`src/rtl/multicycle_control_fsm_if.sv`:
```
// Shared instruction/data memory handshake between the control FSM and the memory port.
interface multicycle_control_fsm_if;
    logic mem_req;
    logic mem_we;
    logic iord;
    logic mem_ready;

    modport master (output mem_req, output mem_we, output iord, input mem_ready);
    modport slave  (input mem_req, input mem_we, input iord, output mem_ready);
endinterface

```
`src/rtl/multicycle_control_fsm.sv`:
```
// Multi-cycle RISC-V sequencing controller: FETCH/DECODE/EXEC/MEM/WB with
// memory wait timeout. Outputs are decoded combinationally from state and opcode.
module multicycle_control_fsm #(
    parameter int WAIT_LIMIT = 15,
    parameter int CNT_W      = 4
) (
    input  logic                       clk,
    input  logic                       rst_n,
    input  logic [6:0]                 opcode,
    input  logic                       branch_cond,
    multicycle_control_fsm_if.master   mem,
    output logic                       ir_write,
    output logic                       pc_write,
    output logic                       pc_src,
    output logic [1:0]                 alu_src_a,
    output logic [1:0]                 alu_src_b,
    output logic [1:0]                 alu_op,
    output logic                       reg_write,
    output logic                       mem_to_reg,
    output logic                       illegal_instr,
    output logic                       mem_timeout,
    output logic                       instret,
    output logic [2:0]                 state
);

    typedef enum logic [2:0] {
        S_RESET  = 3'd0,
        S_FETCH  = 3'd1,
        S_DECODE = 3'd2,
        S_EXEC   = 3'd3,
        S_MEM    = 3'd4,
        S_WB     = 3'd5
    } state_t;

    localparam logic [6:0] OP_R      = 7'b0110011;
    localparam logic [6:0] OP_I      = 7'b0010011;
    localparam logic [6:0] OP_LOAD   = 7'b0000011;
    localparam logic [6:0] OP_STORE  = 7'b0100011;
    localparam logic [6:0] OP_BRANCH = 7'b1100011;

    state_t           cur, nxt;
    logic [CNT_W-1:0] wait_cnt;
    logic             mem_phase;
    logic             timeout_hit;
    logic             legal;

    assign mem_phase   = (cur == S_FETCH) || (cur == S_MEM);
    // Limit reached on the previous cycle: this cycle is spent signalling the timeout.
    assign timeout_hit = (WAIT_LIMIT != 0) && mem_phase && (wait_cnt == CNT_W'(WAIT_LIMIT));
    assign legal       = (opcode == OP_R) || (opcode == OP_I) || (opcode == OP_LOAD) ||
                         (opcode == OP_STORE) || (opcode == OP_BRANCH);
    assign state       = cur;

    always_ff @(posedge clk or negedge rst_n) begin
        if (!rst_n) begin
            cur      <= S_RESET;
            wait_cnt <= '0;
        end else begin
            cur <= nxt;
            if (mem_phase && !mem.mem_ready && !timeout_hit)
                wait_cnt <= wait_cnt + 1'b1;
            else
                wait_cnt <= '0;
        end
    end

    always_comb begin
        nxt           = cur;
        mem.mem_req   = 1'b0;
        mem.mem_we    = 1'b0;
        mem.iord      = 1'b0;
        ir_write      = 1'b0;
        pc_write      = 1'b0;
        pc_src        = 1'b0;
        alu_src_a     = 2'b00;
        alu_src_b     = 2'b00;
        alu_op        = 2'b00;
        reg_write     = 1'b0;
        mem_to_reg    = 1'b0;
        illegal_instr = 1'b0;
        mem_timeout   = 1'b0;
        instret       = 1'b0;
        case (cur)
            S_RESET: nxt = S_FETCH;
            S_FETCH: begin
                if (timeout_hit) begin
                    mem_timeout = 1'b1;
                    nxt         = S_FETCH;
                end else begin
                    mem.mem_req = 1'b1;
                    alu_src_b   = 2'b01;
                    if (mem.mem_ready) begin
                        ir_write = 1'b1;
                        pc_write = 1'b1;
                        nxt      = S_DECODE;
                    end
                end
            end
            S_DECODE: begin
                alu_src_a = 2'b10;
                alu_src_b = 2'b10;
                if (legal) begin
                    nxt = S_EXEC;
                end else begin
                    illegal_instr = 1'b1;
                    nxt           = S_FETCH;
                end
            end
            S_EXEC: begin
                alu_src_a = 2'b01;
                nxt       = S_FETCH;
                case (opcode)
                    OP_R: begin
                        alu_op = 2'b10;
                        nxt    = S_WB;
                    end
                    OP_I: begin
                        alu_src_b = 2'b10;
                        alu_op    = 2'b10;
                        nxt       = S_WB;
                    end
                    OP_LOAD, OP_STORE: begin
                        alu_src_b = 2'b10;
                        nxt       = S_MEM;
                    end
                    OP_BRANCH: begin
                        alu_op   = 2'b01;
                        pc_src   = 1'b1;
                        pc_write = branch_cond;
                        instret  = 1'b1;
                    end
                    default: nxt = S_FETCH;
                endcase
            end
            S_MEM: begin
                if (timeout_hit) begin
                    // Abandon the access: no writeback, no retire.
                    mem_timeout = 1'b1;
                    nxt         = S_FETCH;
                end else begin
                    mem.mem_req = 1'b1;
                    mem.iord    = 1'b1;
                    mem.mem_we  = (opcode == OP_STORE);
                    if (mem.mem_ready) begin
                        if (opcode == OP_STORE) begin
                            instret = 1'b1;
                            nxt     = S_FETCH;
                        end else begin
                            nxt = S_WB;
                        end
                    end
                end
            end
            S_WB: begin
                reg_write  = 1'b1;
                mem_to_reg = (opcode == OP_LOAD);
                instret    = 1'b1;
                nxt        = S_FETCH;
            end
            default: nxt = S_RESET;
        endcase
    end

endmodule

```
`src/flat_wrapper.sv`:
```
// flat-port wrapper written by rule: the top's interface ports become plain ports
module multicycle_control_fsm_flat 
#(
    parameter int WAIT_LIMIT = 15,
    parameter int CNT_W      = 4
)
  (clk, rst_n, opcode, branch_cond, ir_write, pc_write, pc_src, alu_src_a, alu_src_b, alu_op, reg_write, mem_to_reg, illegal_instr, mem_timeout, instret, state, mem_mem_req, mem_mem_we, mem_iord, mem_mem_ready);
  multicycle_control_fsm_if mem_i ();
  input  logic clk;
  input  logic rst_n;
  input  logic [6:0] opcode;
  input  logic branch_cond;
  output logic ir_write;
  output logic pc_write;
  output logic pc_src;
  output logic [1:0] alu_src_a;
  output logic [1:0] alu_src_b;
  output logic [1:0] alu_op;
  output logic reg_write;
  output logic mem_to_reg;
  output logic illegal_instr;
  output logic mem_timeout;
  output logic instret;
  output logic [2:0] state;
  output wire logic [$bits(mem_i.mem_req)-1:0] mem_mem_req;
  output wire logic [$bits(mem_i.mem_we)-1:0] mem_mem_we;
  output wire logic [$bits(mem_i.iord)-1:0] mem_iord;
  input wire logic [$bits(mem_i.mem_ready)-1:0] mem_mem_ready;
  assign mem_mem_req = mem_i.mem_req;
  assign mem_mem_we = mem_i.mem_we;
  assign mem_iord = mem_i.iord;
  assign mem_i.mem_ready = mem_mem_ready;
  multicycle_control_fsm #(.WAIT_LIMIT(WAIT_LIMIT), .CNT_W(CNT_W)) u_core (.clk(clk), .rst_n(rst_n), .opcode(opcode), .branch_cond(branch_cond), .mem(mem_i), .ir_write(ir_write), .pc_write(pc_write), .pc_src(pc_src), .alu_src_a(alu_src_a), .alu_src_b(alu_src_b), .alu_op(alu_op), .reg_write(reg_write), .mem_to_reg(mem_to_reg), .illegal_instr(illegal_instr), .mem_timeout(mem_timeout), .instret(instret), .state(state));
endmodule
```
`config.mk`:
```
export PLATFORM = sky130hd
export DESIGN_NAME = multicycle_control_fsm_flat
export DESIGN_NICKNAME = d
export VERILOG_FILES = /design/src/rtl/multicycle_control_fsm_if.sv /design/src/rtl/multicycle_control_fsm.sv /design/src/flat_wrapper.sv
export SDC_FILE = /design/constraint.sdc
export NUM_CORES = 1
export LEC_CHECK = 0
export BUFFER_PORTS_ARGS = -buffer_cell sky130_fd_sc_hd__buf_4
export CAP_MARGIN = 0
export CORE_UTILIZATION = 40
export CTS_BUF_LIST = sky130_fd_sc_hd__clkbuf_8
export CTS_CLUSTER_SIZE = 25
export DETAILED_ROUTE_END_ITERATION = 6
export GPL_ROUTABILITY_DRIVEN = 0
export MAX_ROUTING_LAYER = met4
export PLACE_DENSITY = 0.84
export SYNTH_ARGS = -nofsm -noshare
export SYNTH_HDL_FRONTEND = slang
export SYNTH_SLANG_ARGS = --single-unit
```
`constraint.sdc`:
```
create_clock -name clk -period 2.2 [get_ports clk]
set_input_delay 0.11 -clock clk [delete_from_list [all_inputs] [get_ports clk]]
set_output_delay 0.11 -clock clk [all_outputs]
set_load 0.005 [all_outputs]
```
# After elaboration in Yosys (flattened, before gate mapping)
# Cells that the tools add are included.
dict set report classes {
  addsub 1
  n_eq_ne 13
  mux 37
  reduce_logical 17
}
# cell count
set ops {}
lappend ops {{$mux 1} 21}
lappend ops {{$mux 3} 5}
lappend ops {{$pmux 3 s5} 1}
lappend ops {{$eq 7x6->1 const B} 2}
lappend ops {{$pmux 2 s2} 2}
lappend ops {{$reduce_or 2->1} 4}
lappend ops {{$eq 7x2->1 const B} 1}
lappend ops {{$eq 7x5->1 const B} 1}
lappend ops {{$eq 7x7->1 const B} 1}
lappend ops {{$eq 3x2->1 const B} 2}
lappend ops {{$eq 3x3->1 const B} 2}
lappend ops {{$mux 2} 3}
lappend ops {{$ne 3x2->1 const B} 2}
lappend ops {{$pmux 2 s3} 1}
lappend ops {{$pmux 3 s2} 1}
lappend ops {{$logic_or 1x1->1} 5}
lappend ops {{$add 4x1->4 const B} 1}
lappend ops {{$eq 4x4->1 const B} 1}
lappend ops {{$mux 4} 1}
lappend ops {{$eq 3x1->1 const B} 1}
lappend ops {{$logic_and 1x1->1} 3}
lappend ops {{$logic_not 3->1} 1}
lappend ops {{$pmux 1 s3} 1}
lappend ops {{$reduce_or 3->1} 1}
lappend ops {{3 further kinds} 4}
dict set report word_totals {
  ff_bits 7
  in_bits 11
  output_inout_bits 20
  elab_cells 70
}

# Longest topological paths before layout
# Gate-level depths: netlist of run 1.
dict set report logic_depth {
  word_depth 7
  mapped_depth 5
  ltp_nobuf 4
}

# Least setup slack after synthesis of run 1
# No wires, ideal clock.
dict set report synth_timing {
  kind {reg-to-reg}
  from {register u_core.wait_cnt[0]}
  to {register u_core.wait_cnt[2]}
  setup_time_ps 72
  arrival_ps 1308
  t_required_ps 2128
  setup_slack_ps 821
  stages_incl_launch_ff 5
  n_path_buf 0
  synth_period_minus_slack_ps 1379
  path_cell_list {dfrtp_1 > ha_1 > a31o_2 > or3_4 > nor2_1}
}
dict set report synth_via {
  elab_chain_len 5
  word_cells_on_any_way 6
  classes_between {add/sub (1); eq/ne (1); mux (1); reduce/logical (3)}
}
# element line
set synth_lines {}
lappend synth_lines {{start, declared} multicycle_control_fsm.sv:42} ;# logic [CNT_W-1:0] wait_cnt;
lappend synth_lines {{start signal, assigned} multicycle_control_fsm.sv:61} ;# wait_cnt <= wait_cnt + 1'b1;
lappend synth_lines {{parallel branches: the longest is 4 deep, another holds $add 4x1->4} -}
lappend synth_lines {{$mux 4 *} multicycle_control_fsm.sv:60} ;# if (mem_phase && !mem.mem_ready && !timeout_hit)
# Every way passes the cells marked *.
# A chain may end at the register's enable or synchronous reset.

# Worst setup path in the final report of run 1
dict set report layout_timing {
  from {register u_core.wait_cnt[0]}
  to {output port instret}
}
dict set report layout_via {
  elab_chain_len 4
}
# element line
set layout_lines {}
lappend layout_lines {{$eq 4x4->1} multicycle_control_fsm.sv:49} ;# assign timeout_hit = (WAIT_LIMIT != 0) && mem_phase && (wait_cnt == CNT_W'(WAIT_LIMIT));
lappend layout_lines {{$logic_and 1x1->1} multicycle_control_fsm.sv:49}
lappend layout_lines {{$mux 1} multicycle_control_fsm.sv:136} ;# if (timeout_hit) begin
lappend layout_lines {{$pmux 1 s3} multicycle_control_fsm.sv:83} ;# case (cur)
lappend layout_lines {{end, declared} flat_wrapper.sv:23} ;# output logic instret;
# Every way passes these cells.

==> run_results.csv, run 1 <==
group,metric,value,unit
final_layout,nNetsFinal,110,
timing,worst_slew_pin_slew,0.361,ns
power_and_ir_drop,seqPwrFrac,0.349,
global_routing,grt_pass1_wl,2.03,mm
floorplan,core,1170,µm²
placed_design,placedInstanceArea,757,µm²
routing,drc,0,
synth,yosys.area.top_type_share,0.333,
final_layout,layout_common_cells,"buf_4 (30), nor2_1 (8), inv_1 (7), dfrtp_1 (7), nor3_1 (5)",
timing,drv_slew,0,
timing,rsz0062_at_grt,"no",
clock_tree,clkSinkCount,7,
routing,drtAntennaViolNets,0,
setup_path,slowest_stage,"dfrtp_1",
placed_design,hpwl,1.02,mm
setup_path,cp.required,2.09,ns
power_and_ir_drop,p_leak,0.000425,µW
floorplan,die_y,38.3,µm
synth,syn_area_per_cell,8.23,µm²
setup_path,critPathTopFamily,"flip-flops",
setup_path,endpoint_kind,"output port",
synth,syn_inst,64,
timing,finClkSkew,0.00611,ns
timing,max_freq,546,MHz
clock_tree,cts_max_level,1,
timing,hold_violations,0,
synth,yosysSeqAreaShare,0.333,
final_layout,syn_to_final_growth,54.2,%
clock_tree,clk_latency,0.23,ns
setup_path,critPathMostFrequentCell,"nand3_1",
clock_tree,cts_buffers,3,
clock_tree,post_cts_buffers,0,
setup_path,path_buf_inv,1,
synth,yosys.area.top_type,"dfrtp_1",
final_layout,final_cell_count_no_fill,111,
setup_path,cp_cell_sequence,"ha_1, nand3_1, nand3_1, o311ai_0, buf_4",
setup_path,cp-start-kind,"flip-flop",
final_layout,final_common_cell,"buf_4",
placed_design,dp.cells,106,
final_layout,diodes,0,
floorplan,start_util,0.450,
timing,period_share,0.832,
global_routing,grt_max_degree,13,
min_path,hold_path_class,"input pin to flip-flop",
routing,detail_route.iter0.violations,20,
global_routing,grt_pass1_vias,489,
final_layout,design_area,812,µm²
setup_path,worstSetupPathType,"flip-flop to output port",
power_and_ir_drop,cellPowerDensity,542,nW/µm²
setup_path,critPathMaxStageDelay,0.39,ns
synth,ys_seq_elements,7,
synth,synth_area_leaders,"dfrtp_1 (33%), nor2_1 (5.7%), nand2b_1 (4.8%)",
synth,synth_edf_count,0,
clock_tree,cts_resized,0,
timing,finalHoldWorstSlack,0.188,ns
global_routing,antenna_found_initial,0,
synth,synth.distinct_cells,30,
final_layout,drive_gt1_frac,0.371,
synth,syn_area,527,µm²
clock_tree,cts_tree,"yes",
timing,finalSetupViolCount,0,
floorplan,die_x,38.3,µm
setup_path,crit_fanout,5,
placed_design,io_buffers,30,
setup_path,cp.arrival,1.72,ns
clock_tree,cts_hold_buffers,1,
power_and_ir_drop,p_int,323,µW
clock_tree,cts.path.max_buffers,2,
power_and_ir_drop,switchingPower,118,µW
floorplan,ios,31,
timing,finalSetupTns,0,ns
floorplan,rows,12,
power_and_ir_drop,switching_share,0.267,
synth,synth_top_flop_cell,"dfrtp_1",
routing,wire_per_inst,12.0,µm
timing,period_minus_slack,1.83,ns
routing,via_count,595,
power_and_ir_drop,pwr-share-clk,0.402,
power_and_ir_drop,irDropWorstVdd,482,µV
power_and_ir_drop,p_comb_frac,0.249,
synth,synthesis.nets,76,
timing,relSlewSlack,0.757,
synth,async_flop_share,1.00,
timing,setup_slack,0.369,ns
job,cap_violations,0,
routing,dr.pass1.iters,4,
clock_tree,clk_pin_slew_worst_paths,0.04,ns
placed_design,preCtsSetupSlack,0.612,ns
run_status,status,"finished clean",
global_routing,overflow,0,
routing,via_per_inst,5.36,
floorplan,dieArea,1470,µm²
synth,ys_warn_count,0,
clock_tree,cts_root_buffer,"clkbuf_8",
global_routing,grt_usage,0.216,
routing,routed_wl,1.33,mm
power groups by stage:
| stage | registers (µW) | clock network, µW | logic, µW |
|---|---|---|---|
| final | 154 | 177 | 110 |
| after global routing | 155 | 195 | 120 |
| after CTS | 153 | 184 | 110 |
| after detailed placement | 155 | 0 | 108 |
| after global placement | 154 | 0 | 108 |
| after floorplan | 146 | 0 | 61.3 |
synthesized netlist by cell type (2+ instances only):
| cell | number |
|---|---|
| dfrtp_1 | 7 |
| a21oi_1 | 2 |
| nor4_1 | 2 |
| nor3_1 | 5 |
| nand3_1 | 3 |
| a311oi_1 | 2 |
| xnor2_1 | 2 |
| nand2_1 | 3 |
| nor2_1 | 8 |
| a21o_1 | 2 |
| nand2b_1 | 4 |
| inv_1 | 6 |
per-layer routing:
metal	share of wire	wire length, µm	global-route usage	vias up
met5	0	0	-	-
met4	0.027	36	0.161	0
met3	0.082	109	0.0465	4
met2	0.45	605	0.322	30
met1	0.44	580	0.256	264
li1	-	-	-	297
tightest hold or removal path: stages:
cell	delay, ns
buf_4	0.10
or3_4	0.13
nor2_1	0.04
sequential cells by signal, indices dropped and copies added, names as in the netlist:
signal and flops:
u_core.wait_cnt 4, u_core.state 3
final timing paths:
path / depth (start not counted) / from / slack (ns) / endpoint
worst min register to register: 1 / u_core.wait_cnt[0] / 0.46 / u_core.wait_cnt[0]
max in group asynchronous: 2 / rst_n / 1.84 / u_core.state[1]
min in group asynchronous: 2 / rst_n / 0.23 / u_core.wait_cnt[1]
worst min-delay path: 3 / mem_mem_ready / 0.19 / u_core.wait_cnt[0]
worst max register to register: 4 / u_core.wait_cnt[0] / 0.68 / u_core.wait_cnt[2]
worst max-delay path: 5 / u_core.wait_cnt[0] / 0.37 / instret
metrics by stage:
step	util	total power (µW)
floorplan	-	207
global placement	0.646	262
detailed placement	0.646	263
CTS	0.693	447
global route	0.693	470
finish	0.693	440
cell families (layout without fill, tap and decap cells):
| logic type | after synthesis | count (layout) | share of synthesized area |
|---|---|---|---|
| flip-flops | 7 | 7 | 0.333 |
| XOR/XNOR | 3 | 3 | 0.0499 |
| AND/OR/NAND/NOR | 34 | 34 | 0.371 |
| buffers and inverters | 8 | 41 | 0.0665 |
| AO/OA/AOI/OAI | 11 | 11 | 0.157 |
| adder cells (fa/ha/maj) | 1 | 1 | 0.0237 |
cell type report:
| cell class | instances | area (µm²) |
|---|---|---|
| clock buffer | 3 | 41.3 |
| clock inverter | 1 | 3.75 |
| fill | 91 | 359 |
| inverter | 6 | 22.5 |
| multi-input combinational | 49 | 317 |
| sequential | 7 | 175 |
| tap | 14 | 17.5 |
| timing repair buffer | 31 | 235 |
Power figures use the tool's default switching activity.
==> run 2, diff against run 1 <==
--- a/config.mk
+++ b/config.mk
@@ -7,13 +7,13 @@
 export LEC_CHECK = 0
 export BUFFER_PORTS_ARGS = -buffer_cell sky130_fd_sc_hd__buf_4
 export CAP_MARGIN = 0
-export CORE_UTILIZATION = 40
+export CORE_UTILIZATION = 39
 export CTS_BUF_LIST = sky130_fd_sc_hd__clkbuf_8
 export CTS_CLUSTER_SIZE = 25
 export DETAILED_ROUTE_END_ITERATION = 6
 export GPL_ROUTABILITY_DRIVEN = 0
 export MAX_ROUTING_LAYER = met4
-export PLACE_DENSITY = 0.84
+export PLACE_DENSITY = 0.86
 export SYNTH_ARGS = -nofsm -noshare
 export SYNTH_HDL_FRONTEND = slang
 export SYNTH_SLANG_ARGS = --single-unit
==> constraint.sdc (replaced) <==
create_clock -name clk -period 1.6 [get_ports clk]
set_input_delay 0.08 -clock clk [delete_from_list [all_inputs] [get_ports clk]]
set_output_delay 0.08 -clock clk [all_outputs]
set_load 0.005 [all_outputs]
==> run_results.csv, run 2 (same netlist as run 1, synthesis figures left out) <==
group,metric,value,unit
run_status,status,"finished clean",
final_layout,syn_to_final_growth,66.5,%
routing,wire_per_inst,13.7,µm
setup_path,reg2reg_to,"u_core.wait_cnt[1]",
clock_tree,clk_pin_slew_worst_paths,0.04,ns
floorplan,start_util,0.444,
global_routing,grt-busiest-layer,"met2",
global_routing,grt_max_degree,11,
timing,period_minus_slack,1.58,ns
setup_path,startpoint,"u_core.wait_cnt[0]",
setup_path,cp.arrival,1.50,ns
timing,worst_slew_pin_slew,0.296,ns
power_and_ir_drop,p_leak,0.000438,µW
setup_path,rr_startpoint,"u_core.wait_cnt[0]",
clock_tree,clk_latency,0.23,ns
setup_path,cp.required,1.52,ns
final_layout,diodes,0,
setup_path,worstSetupPathType,"flip-flop to output port",
timing,finalHoldWorstSlack,0.182,ns
timing,hold_violations,0,
routing,dr.pass1.iters,4,
min_path,hold_path_class,"input pin to flip-flop",
min_path,holdCritStartpoint,"mem_mem_ready",
timing,max_freq,633,MHz
final_layout,nNetsFinal,114,
global_routing,overflow,0,
clock_tree,cts_buffers,3,
setup_path,crit_fanout,5,
timing,setup_slack,0.0199,ns
routing,via_count,629,
floorplan,core,1190,µm²
clock_tree,cts.path.max_buffers,2,
floorplan,ios,31,
global_routing,grt_pass1_vias,554,
clock_tree,cts_root_buffer,"clkbuf_8",
setup_path,endpoint_kind,"output port",
routing,via_per_inst,5.47,
global_routing,grt_use_met3,0.0578,
timing,drv_slew,0,
floorplan,dieArea,1500,µm²
floorplan,die_x,38.8,µm
power_and_ir_drop,power,641,µW
placed_design,preCtsSetupSlack,0.100,ns
clock_tree,clkSinkCount,7,
final_layout,drive_gt1_frac,0.485,
timing,finClkSkew,0.00147,ns
setup_path,crit_end,"pc_write",
timing,relSlewSlack,0.801,
power_and_ir_drop,irDropWorstVdd,739,µV
placed_design,hpwl,1.09,mm
setup_path,cp-start-kind,"flip-flop",
clock_tree,cts_tree,"yes",
routing,drtAntennaViolNets,0,
job,cap_violations,0,
floorplan,die_y,38.8,µm
final_layout,layout_common_cells,"buf_4 (34), nor2_1 (8), inv_1 (6)",
final_layout,fillers,89,
floorplan,rows,12,
global_routing,grtUsageMet2,0.425,
global_routing,gr-usage-met1,0.259,
global_routing,antenna_found_initial,0,
global_routing,grt_pass1_wl,2.42,mm
power_and_ir_drop,cellPowerDensity,731,nW/µm²
final_layout,final_common_cell,"buf_4",
setup_path,r2r_setup_slack,0.17,ns
routing,drc,0,
routing,detail_route.iter0.violations,19,
timing,period_share,0.988,
timing,rsz0062_at_grt,"yes",
placed_design,io_buffers,30,
timing,finalSetupViolCount,0,
routing,routed_wl,1.58,mm
final_layout,largest_register_ffs,4,
global_routing,grt_usage,0.247,
setup_path,worst-r2r-cell-count,4,
final_layout,largest-register,"u_core.wait_cnt",
clock_tree,cts_max_level,1,
run 2: cell type report:
| cell class | count | area (µm²) | area share |
|---|---|---|---|
| Tap cell | 14 | 17.5 | 0.0200 |
| Timing Repair Buffer | 35 | 265 | 0.302 |
| Inverter | 6 | 22.5 | 0.0257 |
| Clock inverter | 1 | 5.00 | 0.00571 |
| Multi-Input combinational cell | 49 | 347 | 0.395 |
| Clock buffer | 3 | 41.3 | 0.0471 |
| Sequential cell | 7 | 179 | 0.204 |
run 2: worst min-delay path by stage:
stage / end / slack [ns] / cells past startpoint
final: u_core.wait_cnt[0] / 0.18 / 3
after global routing: u_core.wait_cnt[1] / 0.19 / 3
after CTS: u_core.wait_cnt[1] / 0.16 / 3
after detailed placement: u_core.state[1] / -0.11 / 1
after global placement: u_core.state[2] / -0.11 / 1
after floorplan: u_core.state[0] / -0.22 / 0
run 2: timing repair:
action,in CTS,in global routing
endpoints found under the setup margin,4,3
setup buffers,2,0
hold endpoints to repair,7,0
hold buffers,1,0
resized for setup,4,6
pin swaps,2,1
run 2: report_power, final:
part | total (µW) | internal, µW | switching, µW
registers | 216 | 191 | 24.5
clock network | 244 | 168 | 75.8
logic | 181 | 106 | 75.0
total | 641 | 466 | 175
run 2: through the flow:
step / utilization / cell area [µm²] / std cells / TNS [ns]
floorplan: - / 527 / 64 / 0
global placement: 0.651 / 772 / 108 / 0
detailed placement: 0.651 / 772 / 108 / 0
CTS: 0.727 / 862 / 115 / 0
global route: 0.739 / 877 / 115 / -0.106
finish: 0.739 / 877 / 115 / 0
run 2: metal layers:
| layer | part of all wire | wire length, µm |
|---|---|---|
| met1 | 0.37 | 580 |
| met2 | 0.57 | 900 |
| met3 | 0.050 | 78 |
| met4 | 0.010 | 16 |
| met5 | 0 | 0 |
run 2: worst max-delay path, stage by stage, from the launching register on:
cell and delay [ns]:
dfrtp_1 0.41, ha_4 0.20, a311oi_2 0.23, and3_4 0.24, a21o_1 0.09, buf_4 0.10
